===== config.mk =====
export PLATFORM = sky130hd
export DESIGN_NAME = intr_ctrl_n
export DESIGN_NICKNAME = d
export VERILOG_FILES = /design/src/rtl/intr_pkg.sv /design/src/rtl/intr_ctrl_n_prio_enc.sv /design/src/rtl/intr_ctrl_n.sv
export SDC_FILE = /design/constraint.sdc
export NUM_CORES = 1
export LEC_CHECK = 0
export CAP_MARGIN = 10
export CORE_UTILIZATION = 35
export CTS_CLUSTER_SIZE = 8
export DETAILED_ROUTE_END_ITERATION = 7
export GPL_TIMING_DRIVEN = 0
export PLACE_DENSITY = 0.7
export SLEW_MARGIN = 10
export SYNTH_ARGS = -nofsm -noshare
export SYNTH_HDL_FRONTEND = slang
export SYNTH_SLANG_ARGS = --single-unit

===== constraint.sdc =====
create_clock -name clk -period 1.21 [get_ports clk]
set_input_delay 0.121 -clock clk [delete_from_list [all_inputs] [get_ports clk]]
set_output_delay 0.121 -clock clk [all_outputs]
set_load 0.005 [all_outputs]

===== src/rtl/intr_pkg.sv =====
// Shared definitions for the interrupt controller: bus register map,
// controller state encoding and STATUS register field layout.
package intr_pkg;

  localparam int unsigned BUS_DATA_W = 32;
  localparam int unsigned BUS_ADDR_W = 2;

  // Word register map on the CPU bus slave port
  localparam logic [BUS_ADDR_W-1:0] INTR_MASK  = 2'd0;
  localparam logic [BUS_ADDR_W-1:0] INTR_PEND  = 2'd1;
  localparam logic [BUS_ADDR_W-1:0] INTR_STAT  = 2'd2;
  localparam logic [BUS_ADDR_W-1:0] INTR_FORCE = 2'd3;

  // Handshake state; 2'b11 is never entered and recovers to idle
  typedef enum logic [1:0] {
    ST_IDLE    = 2'b00,
    ST_REQ     = 2'b01,
    ST_SERVICE = 2'b10
  } intr_state_e;

  // STATUS layout: [1:0] state, [12:8] in-service index+1
  localparam int unsigned STAT_STATE_LSB = 0;
  localparam int unsigned STAT_STATE_W   = 2;
  localparam int unsigned STAT_IDX_LSB   = 8;
  localparam int unsigned STAT_IDX_W     = 5;

endpackage


===== src/rtl/intr_ctrl_n_prio_enc.sv =====
// Lowest-index-first priority encoder (purely combinational).
// Ports:
//   vec_i     request vector
//   onehot_c  one-hot of the lowest set bit, zero when none
//   idx_c     index+1 of the lowest set bit, zero when none
//   valid_c   any bit set
module prio_enc_n #(
  parameter int unsigned N     = 8,
  parameter int unsigned IDX_W = 5
) (
  input  logic [N-1:0]     vec_i,
  output logic [N-1:0]     onehot_c,
  output logic [IDX_W-1:0] idx_c,
  output logic             valid_c
);

  // Scan from the top down so the lowest set index is the last one written
  always_comb begin
    onehot_c = '0;
    idx_c    = '0;
    valid_c  = 1'b0;
    for (int i = int'(N) - 1; i >= 0; i--) begin
      if (vec_i[i]) begin
        onehot_c    = '0;
        onehot_c[i] = 1'b1;
        idx_c       = IDX_W'(i + 1);
        valid_c     = 1'b1;
      end
    end
  end

endmodule


===== src/rtl/intr_ctrl_n.sv =====
// Interrupt controller: per-channel edge/level pending capture, bus
// programmable mask, fixed lowest-index priority and a frozen-grant
// request / acknowledge / return handshake with the CPU.
// Ports:
//   clk, reset        clock, synchronous active-low reset
//   irq_i             raw interrupt lines (synchronous to clk)
//   int_en_i          CPU global interrupt enable
//   Ireq / Iack       request to CPU / acknowledge from CPU
//   eret_i            return-from-handler pulse
//   gntInt, cause_o   granted channel one-hot and index+1
//   stb_i, we_i, addr_i, data_i, data_o, ack_o   bus slave port
module intr_ctrl_n
  import intr_pkg::*;
#(
  parameter int unsigned        NUM_IRQ   = 8,
  parameter int unsigned        CAUSE_W   = 5,
  parameter logic [NUM_IRQ-1:0] EDGE_MASK = {NUM_IRQ{1'b1}}
) (
  input  logic                  clk,
  input  logic                  reset,
  input  logic [NUM_IRQ-1:0]    irq_i,
  input  logic                  int_en_i,
  output logic                  Ireq,
  input  logic                  Iack,
  input  logic                  eret_i,
  output logic [NUM_IRQ-1:0]    gntInt,
  output logic [CAUSE_W-1:0]    cause_o,
  input  logic                  stb_i,
  input  logic                  we_i,
  input  logic [BUS_ADDR_W-1:0] addr_i,
  input  logic [BUS_DATA_W-1:0] data_i,
  output logic [BUS_DATA_W-1:0] data_o,
  output logic                  ack_o
);

  intr_state_e           state_q, state_d;
  logic [NUM_IRQ-1:0]    mask_q, mask_d;
  logic [NUM_IRQ-1:0]    pend_q, pend_d;
  logic [NUM_IRQ-1:0]    prev_q, prev_d;
  logic                  ireq_q, ireq_d;
  logic [NUM_IRQ-1:0]    gnt_q, gnt_d;
  logic [CAUSE_W-1:0]    cause_q, cause_d;
  logic                  ack_q, ack_d;
  logic [BUS_DATA_W-1:0] data_q, data_d;

  logic                  bus_wr, bus_rd;
  logic [NUM_IRQ-1:0]    wr_bits;
  logic [NUM_IRQ-1:0]    pend_set, pend_clr, edge_next;
  logic [NUM_IRQ-1:0]    active;
  logic [NUM_IRQ-1:0]    act_onehot;
  logic [CAUSE_W-1:0]    act_idx;
  logic                  act_valid;
  logic [BUS_DATA_W-1:0] rd_data;
  logic                  unused_data_hi;

  assign bus_wr  = stb_i & we_i;
  assign bus_rd  = stb_i & ~we_i;
  assign wr_bits = data_i[NUM_IRQ-1:0];
  // Upper write-data bits have no backing register
  assign unused_data_hi = ^data_i[BUS_DATA_W-1:NUM_IRQ];

  assign active = pend_q & mask_q;

  prio_enc_n #(
    .N     (NUM_IRQ),
    .IDX_W (CAUSE_W)
  ) u_prio (
    .vec_i    (active),
    .onehot_c (act_onehot),
    .idx_c    (act_idx),
    .valid_c  (act_valid)
  );

  // Pending capture: edge channels are sticky with set winning over clear,
  // level channels simply follow the line one cycle late
  always_comb begin
    prev_d   = irq_i;
    mask_d   = mask_q;
    pend_set = irq_i & ~prev_q;
    pend_clr = '0;
    if (bus_wr && addr_i == INTR_MASK) begin
      mask_d = wr_bits;
    end
    if (bus_wr && addr_i == INTR_FORCE) begin
      pend_set = pend_set | wr_bits;
    end
    if (bus_wr && addr_i == INTR_PEND) begin
      pend_clr = wr_bits;
    end
    if (state_q == ST_REQ && Iack) begin
      pend_clr = pend_clr | gnt_q;
    end
    edge_next = (pend_q & ~pend_clr) | pend_set;
    pend_d    = (edge_next & EDGE_MASK) | (irq_i & ~EDGE_MASK);
  end

  // Handshake FSM; the grant is captured on REQ entry and held until idle
  always_comb begin
    state_d = state_q;
    ireq_d  = ireq_q;
    gnt_d   = gnt_q;
    cause_d = cause_q;
    case (state_q)
      ST_IDLE: begin
        if (int_en_i && act_valid) begin
          state_d = ST_REQ;
          ireq_d  = 1'b1;
          gnt_d   = act_onehot;
          cause_d = act_idx;
        end
      end
      ST_REQ: begin
        if (Iack) begin
          state_d = ST_SERVICE;
          ireq_d  = 1'b0;
        end
      end
      ST_SERVICE: begin
        if (eret_i) begin
          state_d = ST_IDLE;
          gnt_d   = '0;
          cause_d = '0;
        end
      end
      default: begin
        state_d = ST_IDLE;
        ireq_d  = 1'b0;
        gnt_d   = '0;
        cause_d = '0;
      end
    endcase
  end

  // Bus read mux and registered response
  always_comb begin
    rd_data = '0;
    case (addr_i)
      INTR_MASK: rd_data[NUM_IRQ-1:0] = mask_q;
      INTR_PEND: rd_data[NUM_IRQ-1:0] = pend_q;
      INTR_STAT: begin
        rd_data[STAT_STATE_LSB +: STAT_STATE_W] = state_q;
        rd_data[STAT_IDX_LSB +: STAT_IDX_W]     = STAT_IDX_W'(cause_q);
      end
      default:   rd_data = '0;
    endcase
    ack_d  = stb_i;
    data_d = bus_rd ? rd_data : '0;
  end

  always_ff @(posedge clk) begin
    if (!reset) begin
      state_q <= ST_IDLE;
      mask_q  <= '0;
      pend_q  <= '0;
      prev_q  <= '0;
      ireq_q  <= 1'b0;
      gnt_q   <= '0;
      cause_q <= '0;
      ack_q   <= 1'b0;
      data_q  <= '0;
    end else begin
      state_q <= state_d;
      mask_q  <= mask_d;
      pend_q  <= pend_d;
      prev_q  <= prev_d;
      ireq_q  <= ireq_d;
      gnt_q   <= gnt_d;
      cause_q <= cause_d;
      ack_q   <= ack_d;
      data_q  <= data_d;
    end
  end

  assign Ireq    = ireq_q;
  assign gntInt  = gnt_q;
  assign cause_o = cause_q;
  assign ack_o   = ack_q;
  assign data_o  = data_q;

endmodule


==> metrics.txt <==
Netlist cell types 38; WL/cell 12.58 um; Synth Area in XOR/XNOR 0%; proportion of synthesized chip area in sequential cells 44.01%; grt ovf 0; clk root buf clkbuf_8; Compound-Gate Fraction of Synth Area 11.00%; Synth Area in Adders 0%; mux share of post-synthesis cell area 9.978%; fraction of registers with async set/reset 0%; fin nets 395; hold depth 4; First DRT Iteration DRCs 78; failing checks negative setup slack; VDD IR max 0.0004802 V; status finished, violations left; min-delay src addr_i[1]; Worst-Skew Late Latency 0.32 ns; worst reg2reg endpoint gntInt[0]; Psw 805.6 uW; setup ws final -0.1632 ns; hold worst-path end data_o[11]; Top delay family on crit path simple AND/OR/NAND/NOR gates; layout cell share with drive strength beyond 1 28.53%; crit path time final 1.373 ns; crit path capture type flip-flop; antenna-violating nets left 0; largest net degree at the start of global routing 17; CTS clk-pin slew, worst paths 0.09 ns; Max-Cap Viols 0; die height 83.41 um; H-tree Lvls 2; Worst Path Required 1.47 ns; r2r setup slk -0.16 ns; f_max 728.2 MHz; Cell Rows 29; Yosys Warn Count 0; Inserted Clock Buffers 5; die area 6957 um2; predominant post-synthesis flop cell dfxtp_1; critical path type reg -> reg; WP buf/inv 1; switch share 25.46%; final wirelength 5334 um; number of flops mapped to enable cells by yosys 0; Setup crit start kind flip-flop; pre-CTS setup slack -0.6343 ns; Int Pwr 2359 uW; Hold Slack 0.3405 ns; Clock Sink Count 51; worst hold path type in -> reg; Pins Over Slew Limit 0; Post-DP Area 2984 um2; hold_buf cts 0; # port buffers 49; RR Startpoint pend_q[3]; Clock Skew 0.01385 ns; ANT cells 0; clock buffer depth 2; Final HPWL DP 3917 um; Worst R2R Path Depth 6; first-pass GRT wire length 8687 um; synthesized area per cell 9.061 um2; CTS tree yes; number of global-route vias before repair 1781; Tot Pwr 3164 uW; Ports 96; die width 83.41 um; Final Hold Fails 0; finished layout cell area 3308 um2; Pre-Repair DR Iteration Count 4; vias 1936; Mapped Cells 256; clock share of power 31.3%; Total GRT Usage 15.88%; sequential share of power 55.9%; Synth Cell Area 2320 um2; Comb power frac 12.8%; Area growth syn-to-layout 42.61%; initial antenna violation count 0; P_leak 0.001454 uW; core area 6386 um2; slowest CP cell dfxtp_4; number of synthesized register bits 51; PwrDens 956.5 nW/um2; final setup violation count 14; gpl congestion 0.8831; crit path cell chain a22oi_4 -> nand4_4 -> nand3_4 -> buf_6 -> and3_1 -> o21a_1; largest family of logic cells by synthesized area simple AND/OR/NAND/NOR gates; crit path DAT 1.63 ns; Via-to-Cell Ratio 4.566; Crit path largest cell delay 0.37 ns; RSZ-0062 raised after global routing yes; Initial Util 36.32%; simple-gate share of the synthesized area 25.84%; DRC 0; Final Util 51.80%; fin crit share 113.5%; CP Max Fanout 5
[through the flow]
stage	cells	setup TNS (ns)
6_report	424	-1.668
5_1_grt	424	-2.664
4_1_cts	420	-3.031
3_5_place_dp	402	-21.84
3_3_place_gp	402	-20.96
2_1_floorplan	276	-0.007206
[worst register-to-register path, cell delays in order, from the launching register on]
cell	delay [ns]
dfxtp_4	0.37
a22oi_4	0.27
nand4_4	0.16
nand3_4	0.11
buf_6	0.14
and3_1	0.15
o21a_1	0.13
[logic make-up (layout without fill, tap and decap cells)]
| kind of cell | Yosys count | in the layout |
|---|---|---|
| simple gates | 115 | 115 |
| other cells | 1 | 21 |
| flops | 51 | 51 |
| buf+inv | 31 | 102 |
| compound gates | 35 | 35 |
| mux | 23 | 23 |
[synthesized netlist by cell type (3+ instances only)]
cell type / n / area share [%]
mux2i_1: 22 / 9.5
nand3_1: 16 / 3.5
nand2_1: 35 / 5.7
nand2b_1: 3 / 0.81
nor2b_1: 18 / 4.9
a21oi_1: 12 / 2.6
and2_1: 14 / 3.8
buf_4: 22 / 7.1
dfxtp_1: 51 / 44
a21boi_1: 12 / 3.9
nor2_1: 16 / 2.6
clkbuf_1: 4 / 0.65
[how the worst max path moves through the flow]
stage          startpoint    endpoint  slack [ns]  cells past startpoint
2_1_floorplan   mask_q[5]  cause_o[0]      -0.007                      6
3_3_place_gp        reset   gntInt[3]       -0.59                      5
3_5_place_dp        reset   gntInt[1]       -0.63                      4
4_1_cts         mask_q[2]  cause_o[0]       -0.17                      6
5_1_grt         pend_q[3]   gntInt[0]       -0.23                      6
6_report        pend_q[3]   gntInt[0]       -0.16                      6
[sequential cells by signal, indices dropped and copies added, names as in the netlist]
signal	count
data_o	12
gntInt	8
mask_q	8
pend_q	8
prev_q	8
cause_o	3
state_q	2
Ireq	1
ack_o	1
[timing repair]
action	in CTS	in global routing
buffers inserted	10	4
cloned	1	0
gates resized for setup	56	27
pin swaps	8	9
endpoints found under the setup margin	64	33
[per-layer routing]
layer	wire length, um	global-route usage, %
met5	0	0
met2	2370	23.85
met3	338	4.374
met1	2509	21.76
met4	116	5.855
[final cells by class]
class,instances,area [um2]
Sequential cell,51,1074
Buffer,29,207.7
Timing Repair Buffer,64,598.1
Fill cell,634,3078
Clock buffer,5,68.82
Multi-Input combinational cell,194,1241
Inverter,1,3.754
Clock inverter,3,18.77
Tap cell,77,96.34
[power groups by stage]
stage                     sequential, uW  combinational, uW  clock, uW
after floorplan                     1800                225          0
after global placement              1810                365          0
after detailed placement            1810                367          0
after CTS                           1770                384       1020
after global routing                1770                443       1080
final                               1770                404        992
[layout by cell type, fill, tap and decap left out, types with 2 or more instances in the layout]
cell,Yosys,routed
dfxtp_4,0,7
dfxtp_1,51,23
a22oi_2,2,3
clkbuf_8,0,5
a21boi_1,12,10
or3_1,2,2
buf_6,1,3
and2_1,14,14
conb_1,1,21
nor2_1,16,13
clkdlybuf4s50_1,0,23
dlygate4sd2_1,0,24
dlymetal6s2s_1,0,2
a21boi_2,0,2
nand2_1,35,35
nor2b_1,18,18
o21a_1,2,2
clkbuf_2,0,2
nand2b_1,3,3
dfxtp_2,0,21
buf_2,2,2
nand3_1,16,15
and3_1,2,2
clkinv_2,0,2
mux2i_1,22,22
buf_4,22,34
nor2_4,0,4
a21oi_1,12,12
(Power assumes the default switching activity.)
